$ cat src/rtl/decode_hazard_unit_pkg.sv
// rtl/decode_hazard_unit_pkg.sv - shared decode constants: widths, field positions, opcode classes, bubble encoding
package decode_hazard_unit_pkg;

    localparam int PC_WIDTH = 16;
    localparam int IR_WIDTH = 32;

    localparam logic [IR_WIDTH-1:0] NOP_IR_ENC = 32'hFF000000;

    localparam int OPCODE_HI = 31;
    localparam int OPCODE_LO = 24;
    localparam int DST_HI    = 23;
    localparam int DST_LO    = 20;
    localparam int SRC1_HI   = 19;
    localparam int SRC1_LO   = 16;
    localparam int SRC2_HI   = 15;
    localparam int SRC2_LO   = 12;

    localparam logic [7:0] OP_NOP    = 8'h00;
    localparam logic [7:0] OP_ADD    = 8'h01;
    localparam logic [7:0] OP_ADDI   = 8'h02;
    localparam logic [7:0] OP_MOVI   = 8'h03;
    localparam logic [7:0] OP_BR     = 8'h10;
    localparam logic [7:0] OP_JMP    = 8'h11;
    localparam logic [7:0] OP_ST     = 8'h20;
    localparam logic [7:0] OP_BUBBLE = 8'hFF;

    typedef enum logic {
        ST_IDLE,
        ST_BR_PEND
    } br_state_e;

    typedef struct packed {
        logic writes_dst;
        logic reads_src1;
        logic reads_src2;
        logic is_branch;
    } op_class_t;

    // Unlisted opcodes (including the bubble) neither read nor write registers.
    function automatic op_class_t op_class(input logic [7:0] op);
        op_class_t c;
        c = '0;
        case (op)
            OP_ADD:  c = '{writes_dst: 1'b1, reads_src1: 1'b1, reads_src2: 1'b1, is_branch: 1'b0};
            OP_ADDI: c = '{writes_dst: 1'b1, reads_src1: 1'b1, reads_src2: 1'b0, is_branch: 1'b0};
            OP_MOVI: c = '{writes_dst: 1'b1, reads_src1: 1'b0, reads_src2: 1'b0, is_branch: 1'b0};
            OP_ST:   c = '{writes_dst: 1'b0, reads_src1: 1'b1, reads_src2: 1'b1, is_branch: 1'b0};
            OP_BR:   c = '{writes_dst: 1'b0, reads_src1: 1'b1, reads_src2: 1'b0, is_branch: 1'b1};
            OP_JMP:  c = '{writes_dst: 1'b0, reads_src1: 1'b0, reads_src2: 1'b0, is_branch: 1'b1};
            OP_NOP:  c = '0;
            default: c = '0;
        endcase
        return c;
    endfunction

endpackage

$ cat src/rtl/decode_hazard_unit_scoreboard.sv
// rtl/decode_hazard_unit_scoreboard.sv - in-flight register writer busy bits; DE_WB_BYPASS_EN forwards same-cycle writeback
module decode_scoreboard #(
    parameter int NUM_REGS  = 16,
    parameter int REG_IDX_W = 4
) (
    input  logic                 clk,
    input  logic                 rst,
    input  logic                 set_en,
    input  logic [REG_IDX_W-1:0] set_idx,
    input  logic                 clr_en,
    input  logic [REG_IDX_W-1:0] clr_idx,
    output logic [NUM_REGS-1:0]  busy_eff
);

    logic [NUM_REGS-1:0] busy;
    logic [NUM_REGS-1:0] set_mask;
    logic [NUM_REGS-1:0] clr_mask;

    always_comb begin
        set_mask = '0;
        clr_mask = '0;
        if (set_en) set_mask[set_idx] = 1'b1;
        if (clr_en) clr_mask[clr_idx] = 1'b1;
    end

    // Set is OR-ed after the clear so a new writer on a retiring register keeps it busy.
    always_ff @(negedge clk or posedge rst) begin
        if (rst) busy <= '0;
        else     busy <= (busy & ~clr_mask) | set_mask;
    end

`ifdef DE_WB_BYPASS_EN
    assign busy_eff = busy & ~clr_mask;
`else
    assign busy_eff = busy;
`endif

endmodule

$ cat src/rtl/decode_hazard_unit.sv
// rtl/decode_hazard_unit.sv - decode stage: hazard/branch stall generation and issue; optional DE_WB_BYPASS_EN
module decode_hazard_unit
    import decode_hazard_unit_pkg::*;
#(
    parameter int                  NUM_REGS  = 16,
    parameter int                  REG_IDX_W = 4,
    parameter logic [IR_WIDTH-1:0] NOP_IR    = NOP_IR_ENC
) (
    input  logic                 I_CLOCK,
    input  logic                 I_RESET,
    input  logic                 I_LOCK,
    input  logic [PC_WIDTH-1:0]  I_PC,
    input  logic [IR_WIDTH-1:0]  I_IR,
    input  logic                 I_FE_Valid,
    input  logic                 I_BranchAddrSelect,
    input  logic                 I_GPUStallSignal,
    input  logic                 I_WB_Valid,
    input  logic [REG_IDX_W-1:0] I_WB_DestReg,
    output logic                 O_LOCK,
    output logic                 O_BranchStallSignal,
    output logic                 O_DepStallSignal,
    output logic                 O_DE_Valid,
    output logic [PC_WIDTH-1:0]  O_PC,
    output logic [IR_WIDTH-1:0]  O_IR,
    output logic [REG_IDX_W-1:0] O_DestReg,
    output logic                 O_DestValid
);

    logic [7:0]           opcode;
    logic [REG_IDX_W-1:0] dst;
    logic [REG_IDX_W-1:0] src1;
    logic [REG_IDX_W-1:0] src2;
    op_class_t            cls;
    logic                 bubble;
    logic [NUM_REGS-1:0]  busy_eff;
    logic                 hazard;
    logic                 issue;
    br_state_e            state;
    br_state_e            state_n;

    assign opcode = I_IR[OPCODE_HI:OPCODE_LO];
    assign dst    = I_IR[DST_HI:DST_LO];
    assign src1   = I_IR[SRC1_HI:SRC1_LO];
    assign src2   = I_IR[SRC2_HI:SRC2_LO];
    assign cls    = op_class(opcode);
    assign bubble = (opcode == OP_BUBBLE);

    assign hazard = I_FE_Valid & ~bubble &
                    ((cls.reads_src1 & busy_eff[src1]) |
                     (cls.reads_src2 & busy_eff[src2]) |
                     (cls.writes_dst & busy_eff[dst]));

    assign O_BranchStallSignal = (state == ST_BR_PEND);
    assign O_DepStallSignal    = I_GPUStallSignal | (I_LOCK & hazard & ~O_BranchStallSignal);

    assign issue = I_LOCK & I_FE_Valid & ~hazard & ~O_BranchStallSignal &
                   ~I_GPUStallSignal & ~bubble;

    // While idle the scoreboard is frozen entirely, writeback included.
    decode_scoreboard #(
        .NUM_REGS  (NUM_REGS),
        .REG_IDX_W (REG_IDX_W)
    ) u_sb (
        .clk      (I_CLOCK),
        .rst      (I_RESET),
        .set_en   (issue & cls.writes_dst),
        .set_idx  (dst),
        .clr_en   (I_LOCK & I_WB_Valid),
        .clr_idx  (I_WB_DestReg),
        .busy_eff (busy_eff)
    );

    always_ff @(negedge I_CLOCK or posedge I_RESET) begin
        if (I_RESET) state <= ST_IDLE;
        else         state <= state_n;
    end

    // A newly issued branch outranks the resolve of the previous one.
    always_comb begin
        state_n = state;
        if (!I_LOCK)
            state_n = ST_IDLE;
        else if (issue && cls.is_branch)
            state_n = ST_BR_PEND;
        else if (state == ST_BR_PEND && I_BranchAddrSelect)
            state_n = ST_IDLE;
    end

    always_ff @(negedge I_CLOCK or posedge I_RESET) begin
        if (I_RESET) begin
            O_LOCK      <= 1'b0;
            O_DE_Valid  <= 1'b0;
            O_PC        <= '0;
            O_IR        <= NOP_IR;
            O_DestReg   <= '0;
            O_DestValid <= 1'b0;
        end else begin
            O_LOCK <= I_LOCK;
            if (!I_LOCK) begin
                O_DE_Valid  <= 1'b0;
                O_IR        <= NOP_IR;
                O_DestValid <= 1'b0;
            end else if (I_GPUStallSignal) begin
                O_DE_Valid  <= O_DE_Valid;
            end else if (issue) begin
                O_DE_Valid  <= 1'b1;
                O_PC        <= I_PC;
                O_IR        <= I_IR;
                O_DestReg   <= dst;
                O_DestValid <= cls.writes_dst;
            end else begin
                O_DE_Valid  <= 1'b0;
                O_IR        <= NOP_IR;
                O_DestValid <= 1'b0;
            end
        end
    end

endmodule

$ cat config.mk
export PLATFORM = sky130hd
export DESIGN_NAME = decode_hazard_unit
export DESIGN_NICKNAME = d
export VERILOG_FILES = /design/src/rtl/decode_hazard_unit_pkg.sv /design/src/rtl/decode_hazard_unit_scoreboard.sv /design/src/rtl/decode_hazard_unit.sv
export SDC_FILE = /design/constraint.sdc
export NUM_CORES = 1
export LEC_CHECK = 0
export BUFFER_PORTS_ARGS = -buffer_cell sky130_fd_sc_hd__buf_4
export CORE_AREA = 2 2 85 87
export CTS_CLUSTER_DIAMETER = 30
export DETAILED_ROUTE_END_ITERATION = 8
export DIE_AREA = 0 0 87 89
export PLACE_DENSITY = 0.78
export RECOVER_POWER = 50
export SYNTH_ARGS = -nofsm -noshare
export SYNTH_HDL_FRONTEND = slang
export SYNTH_HIERARCHICAL = 1
export SYNTH_SLANG_ARGS = --single-unit
$ cat constraint.sdc
create_clock -name I_CLOCK -period 4 [get_ports I_CLOCK]
set_input_delay 0.4 -clock I_CLOCK [delete_from_list [all_inputs] [get_ports I_CLOCK]]
set_output_delay 0.4 -clock I_CLOCK [all_outputs]
set_load 0.1 [all_outputs]
==> reports/summary.txt, run 1 <==
WHS Endpoint: O_IR[17]
R2R setup slack: 1.17 ns
Outcome: complete, but fails checks
Grt ovf: 0
Slew Limit Fails: 0
DP HPWL: 6960 um
WHS: 0.4487 ns
Syn Std Cell Area: 0.003306 mm^2
CTS tree: yes
CTS sink count: 72
Syn-to-layout area delta: 52.84%
Worst setup EP type: flop
Most frequent cells in the layout: buf_4 (159), dfrtn_1 (64), a22o_1 (25), mux2_2 (20), inv_1 (19)
Distinct cells, synth: 43
Clock buffer depth: 2
Slew margin rel.: 27.98%
Reg-to-Reg Start: u_sb/busy_eff[7]
R2R cell count: 9
Vias: 3,075
Clk_lat worst skew: 0.40 ns
WL/cell: 18.76 um
Final net count: 515
Vias/cell: 5.684
First-pass GRT wire length: 15,600 um
RR Endpoint: u_sb/busy_eff[2]
Fillers: 435
Number of flops mapped to enable cells by yosys: 0
Maximum clock skew at final layout: 0.06066 ns
Boundary Pins: 116
Syn Inst Count: 277
Critical Path RT: 2.18 ns
Hold depth: 1
Power Density: 443.8 mW/mm^2
Syn_nets: 336
Final Worst Setup Slack: -0.7693 ns
Ant diodes: 0
Routed WL: 10,150 um
GR Util All Layers: 26.82%
Max-cap violations: 0
Crit path max fanout: 7
Area of the die: 0.007743 mm^2
Drt pass-1 iters: 4
Failing checks: setup timing
Initial Util: 49.20%
RD Place Congestion: 0.9533
Die height: 89 um
DRT iter0 DRCs: 161
Root Driver: clkbuf_8
Least-Margin Pin Slew: 1.080 ns
Arrival @ worst endpoint: 2.94 ns
DRC: 0
Number of global-route vias before repair: 3,093
IO buf count: 115
Max IR drop VDD: 0.2990 mV
Min-delay src: O_IR[17]
Final setup fails: 72
Startpoint types: primary input
Number of synthesis warnings: 6
Hold violation count in the final report: 0
Die width: 87 um
FP Rows: 30
Dpl cells: 510
Post-route insts no fill: 541
CP Class: in -> reg
Top_reg_cell synth: dfrtn_1
Yosys reg bits: 72
Setup TNS: -46.05 ns
Hold Crit Class: reg -> reg
CTS Buf Count: 9
Mean Syn Cell Area: 11.93 um^2
Antenna viol nets, final: 0
Hold-fix buffers, CTS: 0
H-Tree Depth: 3
Most common cell after layout, fill and taps aside: buf_4
Synth async-reset ratio: 100.0%
LEAKAGE: 2.484 nW
Largest net degree at the start of global routing: 46
Worst-path clk slew: 0.05 ns
Share of cells above drive strength 1: 54.01%
RSZ-0062 raised after global routing: yes
Initial antenna violation count: 0
Sequential area share after synthesis: 54.81%
CORE AREA: 0.006719 mm^2
timing repair:
item	CTS	global route
resized for setup	34	14
setup buffers	2	4
endpoints found under the setup margin	72	72
pin swaps	11	12
hold endpoints to repair	0	0
gates cloned	2	0
cell usage after synthesis, types with 2 or more instances:
library cell	instances	share of area, %
o21ai_1	8	1.2
a21oi_1	10	1.5
mux2_4	4	1.8
nand4_1	4	0.76
inv_1	12	1.4
dfstp_2	8	6.4
nor2_1	11	1.2
mux2i_1	9	2.7
xnor2_1	2	0.53
a2111oi_0	3	0.79
and2_1	3	0.57
o21bai_1	2	0.45
nand3_1	3	0.45
nand3b_1	4	0.91
or4_1	3	0.68
nor2b_1	6	1.1
dfrtn_1	64	48
buf_2	3	0.45
o21ai_0	27	4.1
nor4_1	2	0.38
nand2_1	10	1.1
clkbuf_1	6	0.68
buf_6	2	0.68
mux2_2	20	6.8
nand2b_1	5	0.95
mux4_2	5	3.4
a22o_1	25	6.6
per-layer routing:
metal  wire [um]  up-vias  GRT usage, %  part of all wire (%)
met3         701       34         6.556                   6.9
li1            -     1387             -                     -
met5           0        -             0                     0
met1        4162     1509         34.00                    41
met4         271        0         11.79                   2.7
met2        5014      145         44.00                    49
state kept, by name (all words and copies together) (netlist names):
signal and count:
O_BranchStallSignal 1, O_DE_Valid 1, O_DestReg 4, O_DestValid 1, O_IR 32, O_LOCK 1, O_PC 16, u_sb/busy_eff 16
per-stage QoR:
stage	setup slack [ns]	power (mW)	utilization, %	instance area (um^2)
2_1_floorplan	-1.006	1.352	-	3334
3_3_place_gp	-1.001	1.550	68.81	4623
3_5_place_dp	-1.021	1.558	68.81	4623
4_1_cts	-0.7212	2.239	74.51	5006
5_1_grt	-0.7987	2.307	75.20	5052
6_report	-0.7693	2.242	75.20	5052
layout make-up:
type,instances,area [um^2],area share (%)
clock buffer,10,137.6,2.724
clock inverter,14,116.4,2.303
inverter,11,41.29,0.8172
multi-input combinational,181,1506,29.82
sequential,72,1812,35.86
tap,80,100.1,1.981
timing repair buffer,173,1339,26.50
power breakdown:
group | switching (mW) | internal, mW | total, mW | leakage (nW)
clock | 0.317 | 0.380 | 0.697 | 0.157
combinational | 0.529 | 0.193 | 0.723 | 1.40
sequential | 0.0307 | 0.792 | 0.822 | 0.925
total | 0.877 | 1.37 | 2.24 | 2.48
cells by family (layout without fill, tap and decap cells):
logic type,count (synthesis),count (layout),share of synthesized area (%)
DFF,72,72,54.81
AOI/OAI and AO/OA,82,82,16.43
xor gates and xnor gates,2,2,0.5300
muxes,38,38,14.76
and+or+nand+nor,59,59,10.18
buffers and inverters,24,208,3.293
worst max-delay path, cell delays in order:
cell	delay, ns
buf_6	0.09
or4_4	0.53
or4_4	0.52
or4_4	0.55
nand4_1	0.17
a2111oi_4	0.10
and2_4	0.23
or3b_4	0.27
o21ai_1	0.07
how the worst max path moves through the flow:
stage / start / end / cells past startpoint
4_1_cts: u_sb/busy_eff[5] / O_DepStallSignal / 8
3_3_place_gp: I_IR[27] / O_PC[1] / 8
5_1_grt: u_sb/busy_eff[5] / O_DepStallSignal / 8
6_report: I_IR[27] / u_sb/busy_eff[2] / 9
2_1_floorplan: I_IR[27] / u_sb/busy_eff[0] / 10
3_5_place_dp: I_IR[27] / O_PC[14] / 8
Note: power is estimated with default switching activity, not from simulation.
==> run 2, diff against run 1 <==
Settings changed: BUFFER_PORTS_ARGS -buffer_cell sky130_fd_sc_hd__buf_4 to -buffer_cell sky130_fd_sc_hd__buf_2, CORE_AREA 2 2 85 87 to 2 2 65 113, DIE_AREA 0 0 87 89 to 0 0 67 115.
==> run 2 against run 1 <==
Net effect:
- the run still ends with setup timing left
- worst setup slack improved by 0.012 ns
- utilization fell by 4.3 points
- highest routed layer unchanged
- clock skew rose by 0.0011 ns
- critical endpoint is now u_sb/busy_eff[3]
==> reports/summary.txt, run 2 (synthesized netlist as in run 1, its figures left out) <==
Outcome: complete, but fails checks
Failing checks: setup timing
Total power: 2.345 mW
Comb pwr share: 28.8%
Arrival @ worst endpoint: 2.94 ns
Vias: 3,026
Most frequent cells in the layout: buf_2 (111), dfrtn_1 (64), buf_4 (42), a22o_1 (25), mux2_2 (20)
Die height: 115 um
Sequential Area: 0.001812 mm^2
Die width: 67 um
RD Place Congestion: 0.9598
Final setup fails: 72
Setup TNS: -46.69 ns
Critical-path cell list: buf_6, or4_4, or4_4, or4_4, nand4_1, a2111oi_4, and2_4, or3b_4, o21ai_1
CTS sink count: 72
Critical Path RT: 2.18 ns
Routed WL: 10,240 um
Clk_lat worst skew: 0.40 ns
LEAKAGE: 2.405 nW
Area of the die: 0.007705 mm^2
DRT iter0 DRCs: 257
Number of global-route vias before repair: 3,124
Fillers: 493
DP HPWL: 7120 um
Worst setup EP type: flop
Largest net degree at the start of global routing: 33
Final net count: 508
Pint: 1.467 mW
Root Driver: clkbuf_16
CP Class: in -> reg
Drt pass-1 iters: 4
Maximum clock skew at final layout: 0.06173 ns
CTS Buf Count: 9
Least-Margin Pin Slew: 0.9803 ns
Worst-path clk slew: 0.04 ns
DRC: 0
First-pass GRT wire length: 15,140 um
Hold violation count in the final report: 0
Antenna viol nets, final: 0
RSZ-0062 raised after global routing: yes
Buf/Inv on CP: 1
FP Rows: 40
CORE AREA: 0.006807 mm^2
Most common cell after layout, fill and taps aside: buf_2
Syn-to-layout area delta: 45.87%
Startpoint types: primary input
Dpl ws: -1.031 ns
P_sw: 0.8785 mW
Slew Limit Fails: 0
WL/cell: 19.06 um
Initial antenna violation count: 0
Share of cells above drive strength 1: 52.98%
Seq pwr share: 35.1%
GR Util All Layers: 26.89%
Most flop-heavy register: O_IR
Slowest stage delay, CP: 0.54 ns
IO buf count: 115
Crit-path most repeated cell: or4_4
CP max-delay cell: or4_4
Grt ovf: 0
Vias/cell: 5.635
CTS tree: yes
Hold Crit Class: reg -> reg
Final Worst Setup Slack: -0.7570 ns
H-Tree Depth: 3
Ant diodes: 0
Clock buffer depth: 2
Power Density: 486.3 mW/mm^2
Area of the multi-input gates: 0.001523 mm^2
Crit path max fanout: 6
Max IR drop VDD: 0.4305 mV
Largest register FFs: 32
Initial Util: 48.57%
Net Sw Frac: 37.46%
Top delay family on crit path: simple AND/OR/NAND/NOR gates
Hold-fix buffers, CTS: 0
Max-cap violations: 0
Slew margin rel.: 34.64%
Boundary Pins: 116
Clk network pwr share: 36.1%
run 2: cell types whose count changed in the layout (fill, tap and decap cells not counted), moves of 2 or more:
cell and change:
clkbuf_8 -10, inv_6 -2, clkbuf_16 +10, clkinv_4 +2, buf_6 -3, clkbuf_1 +3
buf_4 -117, buf_2 +111, a21oi_1 -2
run 2: layout make-up:
cell class | instances | share of cell area [%]
clock buffer | 12 | 5.345
timing repair buffer | 166 | 20.86
inverter | 11 | 0.8563
tap | 84 | 2.180
multi-input combinational | 181 | 31.58
sequential | 72 | 37.57
clock inverter | 11 | 1.609
run 2: layer usage:
metal	vias to the layer above	global-route usage, %	part of all wire [%]
met1	1513	28.63	34
met3	32	4.697	4.4
met4	0	17.01	3.7
li1	1368	-	-
met2	113	47.46	57
met5	-	0	0
run 2: repair_timing:
action | CTS | global route
gates cloned | 2 | 0
gates resized for setup | 32 | 14
endpoints found under the hold margin | 0 | 0
setup buffers | 6 | 1
endpoints found under the setup margin | 72 | 72
pin swaps | 29 | 6
run 2: final timing paths:
check / startpoint / end / slack, ns / cells after the start
min reg2reg: O_IR[15] / O_IR[15] / 0.44 / 1
max: I_IR[27] / u_sb/busy_eff[3] / -0.76 / 9
max reg2reg: u_sb/busy_eff[7] / u_sb/busy_eff[3] / 1.14 / 7
max in group asynchronous: I_RESET / O_DestReg[0] / 0.76 / 3
min in group asynchronous: I_RESET / u_sb/busy_eff[4] / 2.03 / 2
min: O_IR[15] / O_IR[15] / 0.44 / 1
run 2: stage by stage:
stage	area, um^2	hold slack (ns)	instances	utilization (%)
after global routing	4822	0.4562	537	70.85
after CTS	4773	0.4345	537	70.13
after global placement	4303	0.4347	507	63.22
after floorplan	3334	0.4575	277	-
after detailed placement	4303	0.4348	507	63.22
final	4822	0.4417	537	70.85
run 2: worst register-to-register path: stages (launching register included):
cell and delay, ns:
dfrtn_1 0.37, mux4_2 0.52, a2111oi_4 0.39, a211oi_2 0.11
a2111oi_4 0.65, and2_4 0.28, or3b_4 0.42, o21ai_1 0.14
run 2: power groups by stage:
stage / clock [mW] / combinational (mW) / sequential (mW)
after floorplan: 0.0139 / 0.115 / 1.22
final: 0.846 / 0.676 / 0.823
after CTS: 0.851 / 0.673 / 0.822
after global placement: 0.0139 / 0.651 / 0.828
after global routing: 0.889 / 0.698 / 0.829
after detailed placement: 0.0139 / 0.660 / 0.832
